## src/rtl/uart8_rx_controller_pkg.sv

```systemverilog
// Shared UART definitions: oversample ratio, receiver bit-level states and
// the receive-controller FSM states.
// No ports (package).
package uart8_rx_controller_pkg;

    // Clock cycles per baud interval; the receiver and controller share this clock.
    localparam int unsigned Oversample = 16;

    // Bit-level states of the 8-bit receiver.
    typedef enum logic [1:0] {
        RxIdle,
        RxStart,
        RxData,
        RxStop
    } uart_rx_state_e;

    // Receive-controller states.
    typedef enum logic [1:0] {
        CtlOff,
        CtlArm,
        CtlRun,
        CtlHalt
    } uart_ctl_state_e;

endpackage

```

## src/rtl/uart_byte_fifo.sv

```systemverilog
// Synchronous first-word-fall-through byte FIFO.
// Ports:
//   clk, rst          clock, asynchronous active-high reset
//   wr_en, wr_data    write request and byte; a write while full is accepted
//                     only if a read happens in the same cycle
//   rd_en             pop the head (ignored when empty)
//   rd_data           current head, 0 when empty
//   full, empty       occupancy flags
module uart_byte_fifo #(
    parameter int unsigned DEPTH = 4
) (
    input  logic       clk,
    input  logic       rst,
    input  logic       wr_en,
    input  logic [7:0] wr_data,
    input  logic       rd_en,
    output logic [7:0] rd_data,
    output logic       full,
    output logic       empty
);

    localparam int unsigned AW = (DEPTH > 1) ? $clog2(DEPTH) : 1;
    localparam logic [AW-1:0] PtrInc = AW'(1);
    localparam logic [AW:0] CntInc = (AW + 1)'(1);
    localparam logic [AW:0] CntFull = (AW + 1)'(DEPTH);

    logic [7:0]    mem_q [DEPTH];
    logic [AW-1:0] wr_ptr_q, wr_ptr_d;
    logic [AW-1:0] rd_ptr_q, rd_ptr_d;
    logic [AW:0]   count_q, count_d;
    logic          push, pop;

    assign empty   = (count_q == '0);
    assign full    = (count_q == CntFull);
    assign pop     = rd_en & ~empty;
    assign push    = wr_en & (~full | pop);
    assign rd_data = empty ? 8'h00 : mem_q[rd_ptr_q];

    always_comb begin
        wr_ptr_d = wr_ptr_q;
        rd_ptr_d = rd_ptr_q;
        count_d  = count_q;
        if (push) begin
            wr_ptr_d = wr_ptr_q + PtrInc;
        end
        if (pop) begin
            rd_ptr_d = rd_ptr_q + PtrInc;
        end
        unique case ({push, pop})
            2'b10:   count_d = count_q + CntInc;
            2'b01:   count_d = count_q - CntInc;
            default: count_d = count_q;
        endcase
    end

    always_ff @(posedge clk or posedge rst) begin
        if (rst) begin
            wr_ptr_q <= '0;
            rd_ptr_q <= '0;
            count_q  <= '0;
        end else begin
            wr_ptr_q <= wr_ptr_d;
            rd_ptr_q <= rd_ptr_d;
            count_q  <= count_d;
        end
    end

    // Storage needs no reset: emptiness is tracked by count_q.
    always_ff @(posedge clk) begin
        if (push) begin
            mem_q[wr_ptr_q] <= wr_data;
        end
    end

endmodule

```

## src/rtl/uart8_rx_controller.sv

```systemverilog
// Receive controller for an 8-bit UART receiver: sequences the receiver
// enable, buffers received bytes toward the host, tracks overrun and error
// statistics, and flags end-of-message when the line goes idle.
// Ports:
//   clk, rst                 16x oversample clock, async active-high reset
//   enable                   software receive enable
//   clear_status             pulse clearing overrun and err_count
//   rx_busy/rx_done/rx_err   receiver status; rx_data valid while rx_done
//   rx_en                    registered enable to the receiver
//   m_valid/m_ready/m_data   host byte stream (m_data is 0 when empty)
//   overrun                  sticky dropped-byte flag
//   err_count                saturating receive error count
//   idle                     one-cycle end-of-message pulse
module uart8_rx_controller
    import uart8_rx_controller_pkg::*;
#(
    parameter int unsigned FIFO_DEPTH = 4,
    parameter int unsigned IDLE_BAUDS = 2
) (
    input  logic       clk,
    input  logic       rst,
    input  logic       enable,
    input  logic       clear_status,
    input  logic       rx_busy,
    input  logic       rx_done,
    input  logic       rx_err,
    input  logic [7:0] rx_data,
    output logic       rx_en,
    output logic       m_valid,
    input  logic       m_ready,
    output logic [7:0] m_data,
    output logic       overrun,
    output logic [7:0] err_count,
    output logic       idle
);

    localparam int unsigned IdleLimit = IDLE_BAUDS * Oversample;
    localparam int unsigned IdleW = $clog2(IdleLimit + 1);
    localparam logic [IdleW-1:0] IdleMax = IdleW'(IdleLimit);
    localparam logic [IdleW-1:0] IdleInc = IdleW'(1);
    localparam logic [IdleW-1:0] IdleHit = IdleW'(IdleLimit - 1);

    uart_ctl_state_e state_q, state_d;
    logic             arm_cnt_q, arm_cnt_d;
    logic             rx_done_q, rx_err_q;
    logic             rx_en_q, rx_en_d;
    logic             overrun_q, overrun_d;
    logic [7:0]       err_count_q, err_count_d;
    logic [IdleW-1:0] idle_cnt_q, idle_cnt_d;
    logic             wrote_q, wrote_d;
    logic             idle_q, idle_d;

    logic done_edge, err_edge, active, running;
    logic wr_req, pop, accepted, drop;
    logic fifo_full, fifo_empty;

    assign done_edge = rx_done & ~rx_done_q;
    assign err_edge  = rx_err & ~rx_err_q;
    assign running   = (state_q == CtlRun);
    assign active    = running || (state_q == CtlHalt);
    assign wr_req    = done_edge & active;
    assign pop       = m_valid & m_ready;
    assign accepted  = wr_req & (~fifo_full | pop);
    assign drop      = wr_req & fifo_full & ~pop;

    uart_byte_fifo #(
        .DEPTH(FIFO_DEPTH)
    ) u_fifo (
        .clk    (clk),
        .rst    (rst),
        .wr_en  (wr_req),
        .wr_data(rx_data),
        .rd_en  (m_ready),
        .rd_data(m_data),
        .full   (fifo_full),
        .empty  (fifo_empty)
    );

    // Next-state logic. ARM lasts two cycles so the receiver can settle to idle.
    always_comb begin
        state_d   = state_q;
        arm_cnt_d = 1'b0;
        unique case (state_q)
            CtlOff: begin
                if (enable) state_d = CtlArm;
            end
            CtlArm: begin
                if (!enable) begin
                    state_d = CtlOff;
                end else if (arm_cnt_q) begin
                    state_d = CtlRun;
                end else begin
                    arm_cnt_d = 1'b1;
                end
            end
            CtlRun: begin
                if (!enable) state_d = rx_busy ? CtlHalt : CtlOff;
            end
            CtlHalt: begin
                if (enable) begin
                    state_d = CtlRun;
                end else if (!rx_busy || done_edge) begin
                    state_d = CtlOff;
                end
            end
            default: state_d = CtlOff;
        endcase
        rx_en_d = (state_d != CtlOff);
    end

    // Status and idle detection. Events take priority over clear_status.
    always_comb begin
        overrun_d = overrun_q;
        if (drop) begin
            overrun_d = 1'b1;
        end else if (clear_status) begin
            overrun_d = 1'b0;
        end

        err_count_d = err_count_q;
        if (err_edge && active) begin
            if (err_count_q != 8'hFF) err_count_d = err_count_q + 8'd1;
        end else if (clear_status) begin
            err_count_d = 8'h00;
        end

        idle_cnt_d = idle_cnt_q;
        if (!running || rx_busy) begin
            idle_cnt_d = '0;
        end else if (idle_cnt_q != IdleMax) begin
            idle_cnt_d = idle_cnt_q + IdleInc;
        end

        // Registered pulse lands in the cycle the counter reaches the limit.
        idle_d  = running && !rx_busy && (idle_cnt_q == IdleHit) && wrote_q;
        wrote_d = accepted | (wrote_q & ~idle_d);
    end

    always_ff @(posedge clk or posedge rst) begin
        if (rst) begin
            state_q     <= CtlOff;
            arm_cnt_q   <= 1'b0;
            rx_done_q   <= 1'b0;
            rx_err_q    <= 1'b0;
            rx_en_q     <= 1'b0;
            overrun_q   <= 1'b0;
            err_count_q <= 8'h00;
            idle_cnt_q  <= '0;
            wrote_q     <= 1'b0;
            idle_q      <= 1'b0;
        end else begin
            state_q     <= state_d;
            arm_cnt_q   <= arm_cnt_d;
            rx_done_q   <= rx_done;
            rx_err_q    <= rx_err;
            rx_en_q     <= rx_en_d;
            overrun_q   <= overrun_d;
            err_count_q <= err_count_d;
            idle_cnt_q  <= idle_cnt_d;
            wrote_q     <= wrote_d;
            idle_q      <= idle_d;
        end
    end

    assign rx_en     = rx_en_q;
    assign m_valid   = ~fifo_empty;
    assign overrun   = overrun_q;
    assign err_count = err_count_q;
    assign idle      = idle_q;

endmodule
```

## config.mk

```make
export PLATFORM = sky130hd
export DESIGN_NAME = uart8_rx_controller
export DESIGN_NICKNAME = d
export VERILOG_FILES = /design/src/rtl/uart8_rx_controller_pkg.sv /design/src/rtl/uart_byte_fifo.sv /design/src/rtl/uart8_rx_controller.sv
export SDC_FILE = /design/constraint.sdc
export NUM_CORES = 1
export LEC_CHECK = 0
export ABC_AREA = 1
export BUFFER_PORTS_ARGS = -buffer_cell sky130_fd_sc_hd__clkbuf_2
export CORE_UTILIZATION = 40
export DETAILED_ROUTE_END_ITERATION = 8
export PLACE_DENSITY = 0.71
export SLEW_MARGIN = 30
export SYNTH_ARGS = -nofsm -noshare
export SYNTH_HDL_FRONTEND = slang
export SYNTH_SLANG_ARGS = --single-unit
```

## constraint.sdc

```tcl
create_clock -name clk -period 1.7 [get_ports clk]
set_input_delay 0.255 -clock clk [delete_from_list [all_inputs] [get_ports clk]]
set_output_delay 0.255 -clock clk [all_outputs]
set_load 0.05 [all_outputs]
```

After elaboration in Yosys (flattened, before gate mapping)
Memories as Yosys holds them, arrays and structs flattened.
Index checks and enable logic that the tools add are counted.
- reduce and logical (&&, ||, !) cells: 17
- bitwise operators: 16
- muxes and demuxes: 22
- equality and inequality tests: 10
- $add $sub $neg: 6
- operators by type and width (kind ; number):
    two-way mux 8 bit ; 4
    two-way mux 2 bit ; 7
    two-way mux 6 bit ; 2
    nonzero test 2 bit ; 5
    adder 8 x 1 -> 8 bit, second input constant ; 1
    bitwise AND 1 bit ; 8
    != test 8 bit, second input constant ; 1
    one-hot mux 2 bit (4 select lines) ; 1
    two-way mux 1 bit ; 7
    adder 6 x 1 -> 6 bit, second input constant ; 1
    == test 2 bit, second input constant ; 3
    == test 6 x 5 -> 1 bit, second input constant ; 1
    != test 6 bit, second input constant ; 1
    inverter 1 bit ; 6
    one-hot mux 3 bit (2 select lines) ; 1
    adder 2 x 1 -> 2 bit, second input constant ; 2
    == test 2 x 1 -> 1 bit, second input constant ; 2
    logical AND 1 bit ; 4
    adder 3 x 1 -> 3 bit, second input constant ; 1
    == test 3 bit, second input constant ; 1
    zero test 3 bit ; 1
    logical OR 1 bit ; 3
    subtractor 3 x 1 -> 3 bit, second input constant ; 1
    zero test 1 bit ; 2
    4 further kinds ; 5
- bits of input ports: 16
- bits in writable memories: 32
- register bits after elaboration: 30
- word-level logic and storage cells: 85
- memories: 1
- memory list (name ; depth ; width ; read ports ; clocked after Yosys merged registers in ; wr ports ; line ; source):
    u_fifo.mem_q ; 4 ; 8 ; 1 ; 0 ; 1 ; uart_byte_fifo.sv:27 ; logic [7:0] mem_q [DEPTH];

Longest topological paths before layout
- depth in word-level cells: 7
- mapped depth: 10
- mapped depth without buffers: 10

Modules after synthesis
Synthesis repeated with hierarchy kept, for this count alone.
- cells, all modules: 304
- area total of the unflattened synthesis: 2931.6 um^2
- by module, submodules not included (module ; cells each ; times used ; area an instance (um^2) ; seq. area each (um^2)):
    uart_byte_fifo ; 150 ; 1 ; 1712.9 ; 1136.1
    uart8_rx_controller ; 154 ; 1 ; 1218.7 ; 575.6

Least setup slack after synthesis
OpenSTA, ideal clock, no wires.
- kind: register to output
- start: register u_fifo.count_q[0]
- end: output port m_data[0]
- stages on the path, launching flop included: 5
- path buffers: 0
- slack: -0.353 ns
- data arrival time: 1.798 ns
- path through: dfrtp_1 > nor2_1 > nand2_1 > inv_1 > a21oi_1
- cells in the longest elaborated chain, start to end: 2
- RTL lines (element ; line ; source):
    start: declaration ; uart_byte_fifo.sv:30 ; logic [AW:0] count_q, count_d;
    start signal: assignment ; uart_byte_fifo.sv:64 ; count_q <= count_d;
    zero test 3 bit ; uart_byte_fifo.sv:33 ; assign empty = (count_q == '0);
    two-way mux 8 bit ; uart_byte_fifo.sv:37 ; assign rd_data = empty ? 8'h00 : mem_q[rd_ptr_q];
    end: declaration ; uart8_rx_controller.sv:31 ; output logic [7:0] m_data,
Every way passes these cells.

Worst setup path after layout
- start: register u_fifo.rd_ptr_q[0]
- end: output port m_data[7]
- cells in the longest elaborated chain, start to end: 2
- RTL lines (element ; line ; source):
    start: declaration ; uart_byte_fifo.sv:29 ; logic [AW-1:0] rd_ptr_q, rd_ptr_d;
    start signal: assignment ; uart_byte_fifo.sv:63 ; rd_ptr_q <= rd_ptr_d;
    memory (4 x 8 bit) ; - ;
    two-way mux 8 bit ; uart_byte_fifo.sv:37 ;
Every way passes these cells.

==> impl_results.md <==
* Outcome: complete, but fails checks
* Failing checks: setup timing
* Setup TNS at -0.326 ns
* Core Box Area at 6790 sq um
* Share of cells above drive strength 1 at 28.7%
* Design Power at 5.77 mW
* Layout fillers at 568
* Total number of vias at 2032
* Initial Util at 41.5%
* Routability congestion estimate at 0.783
* Simple-Gate Fraction of Synth Area at 19.3%
* Clk_skew at 0.0109 ns
* Final min period at 1.76 ns
* Clock transition at the registers of the reported paths at 0.07 ns
* Yosys cell types at 30
* CP Data Arrival Time at 1.50 ns
* Main combinational cell family by area after synthesis: simple AND/OR/NAND/NOR gates
* TritonCTS clock tree: done
* Register area at 1710 sq um
* First-pass GRT wire length at 8900 microns
* Netlist Area Pre-Place at 2820 sq um
* Clock Latency Late Sink at 0.35 ns
* Pwr Density at 1600 nW/um^2
* Drt via density at 4.61
* Largest fanout on the critical path at 8
* Synth Area in XOR/XNOR at 1.86%
* Clock Path Buffers at 2
* DRC viols at 0
* Diodes inserted at 0
* Setup ws final at -0.0596 ns
* Avg Synthesized Cell Area at 9.97 sq um
* Final nets at 365
* Yosys Warn Count at 0
* Register-to-Register Path Depth at 9
* GRT Overall Usage at 15.8%
* Crit-path most repeated cell: nor2_1
* Commonest non-fill, non-tap cell in the layout: nor2_1
* Avg WL per Cell at 11.6 microns
* Num ports at 36
* DR iter-0 viols at 105
* Crit path largest cell delay at 0.42 ns
* # H-tree levels at 3
* Max Clk Rate at 0.568 GHz
* P_leak at 1.56 nW
* Sequential fraction of the synthesis area at 60.6%
* Die Ht at 86.0 microns
* Initial antenna violation count at 0
* Nature of the critical path endpoint: output port
* Slew @ Worst Pin at 0.376 ns
* Final ANT Viol Nets at 0
* Peak supply drop at 0.602 mV
* Max Cap Viol at 0
* CTS Sinks at 62
* GRT Residual Overflow at 0
* Fin. max-slew vios at 0
* Complex-gate fraction of the synthesized area at 8.11%
* CTS root buf: clkbuf_8
* Yosys reg bits at 62
* Area of the multi-input gates at 1030 sq um
* Startpoint types: flop
* CP cell instances: buf_6, nor2_1, nor2_1, o21ai_0, a21oi_2, buf_8
* Unrepaired setup endpoints after global routing: true
* HP Class: in -> reg
* Kind of critical path: reg -> out
* CP max stage cell: dfrtp_2
* Adder-Cell Fraction of Synth Area at 4.26%
* Crit path required time at 1.44 ns
* First drt pass iteration count at 5
* Ratio of final minimum period to clock period at 104%
* Row count at 30
* Hold Crit Depth at 1
* Syn-to-layout area delta at 28.1%
* Num CTS Buffers at 9
* Port Buffers at 35
* Final Hold Vio Count at 0
* Die Area at 7400 sq um
* Routed WL at 5130 microns
* Mapped Cells at 283
* Pre-CTS setup slack at -0.0242 ns
* Largest net degree at the start of global routing at 31
* Syn Nets at 308
* Vias in the first global route at 2015
* Commonest cells after routing, fill and taps aside: nor2_1 (56), inv_1 (32), edfxtp_1 (32), nand2_1 (29), dfrtp_1 (29)
* Die W at 86.0 microns
* Final setup vio count at 9
* Mux cell area share after synthesis at 0%
* Max-slew headroom at 74.9%
* DPL Wire Length at 3650 microns
[report_power, final]
group	switching [mW]	internal (mW)
Combinational	1.49	0.975
Sequential	0.112	1.72
Clock	0.627	0.845
Total	2.23	3.54
[area by class of cell]
type / count / share of cell area, %
multi-input cells: 180 / 28.5
well taps: 96 / 3.32
clock inverters: 7 / 2.87
inverters: 36 / 3.81
repair buffers: 51 / 10.7
flip-flops and latches: 62 / 47.4
clock buffers: 9 / 3.43
[through the flow]
step	area [sq um]	std cells	hold WS, ns	util (%)
2_1_floorplan	2900	283	0.286	-
3_3_place_gp	3270	423	0.333	48.1
3_5_place_dp	3270	423	0.347	48.1
4_1_cts	3590	440	0.0532	52.9
5_1_grt	3610	441	0.0562	53.2
6_report	3610	441	0.0691	53.2
[synth_stat cells, drive strengths merged]
cell type   n  share of area (%)
inv        36                4.8
clkbuf      1               0.18
nand3      14                2.5
xnor2       1               0.31
dfrtp      30                 27
o22ai       2               0.44
nor3b       1               0.27
nor3        2               0.35
edfxtp     32                 34
nor2       63                9.3
nand4       4                1.1
a21oi      15                3.1
o21ai      26                4.6
buf         4               0.89
fa          1               0.71
nand2      36                5.3
nor4        1               0.22
or2         1               0.22
ha          8                3.5
xor2        5                1.6
[critical path, delay by kind of cell, from the launching register on]
kind	cells	cell delay, ns
DFF	1	0.42
and+or+nand+nor	2	0.13
AOI/OAI and AO/OA	2	0.29
buffers and inverters	2	0.31
[cells by family after synthesis]
logic type	after synthesis
buf+inv	41
fa+ha+maj	9
simple gates	122
compound gates	43
xor+xnor	6
flops	62
[layer usage]
| layer | vias to the layer above | GRT usage, % | share of wire (%) |
|---|---|---|---|
| li1 | 1039 | - | - |
| met1 | 937 | 19.2 | 45 |
| met2 | 48 | 26.1 | 48 |
| met3 | 8 | 5.00 | 5.0 |
| met4 | 0 | 6.52 | 1.7 |
| met5 | - | 0 | 0 |
[what timing repair did]
item | CTS | global route
setup endpoints to repair | 9 | 10
buffers inserted | 0 | 1
gates cloned | 0 | 0
pin swaps | 3 | 4
gates resized for setup | 28 | 13
endpoints found under the hold margin | 30 | 0
hold buffers | 1 | 0
[path summary, 6_finish.rpt]
check / from / end / slack, ns
max in group asynchronous: rst / u_fifo.rd_ptr_q[0] / 0.89
hold reg to reg: arm_cnt_q / arm_cnt_q / 0.43
min in group asynchronous: rst / idle_cnt_q[0] / 0.50
setup reg to reg: u_fifo.count_q[1] / u_fifo.count_q[2] / -0.02
hold / removal: rx_err / rx_err_q / 0.07
setup / recovery: u_fifo.rd_ptr_q[0] / m_data[7] / -0.06
[sequential cells by signal (all words and copies together), names as in the netlist]
register and count:
u_fifo.mem_q 32, err_count 8, idle_cnt_q 6, u_fifo.count_q 3, state_q 2, u_fifo.rd_ptr_q 2, u_fifo.wr_ptr_q 2, arm_cnt_q 1
idle 1, overrun 1, rx_done_q 1, rx_en 1, rx_err_q 1, wrote_q 1
No activity file was read; power rests on OpenSTA's default activity.
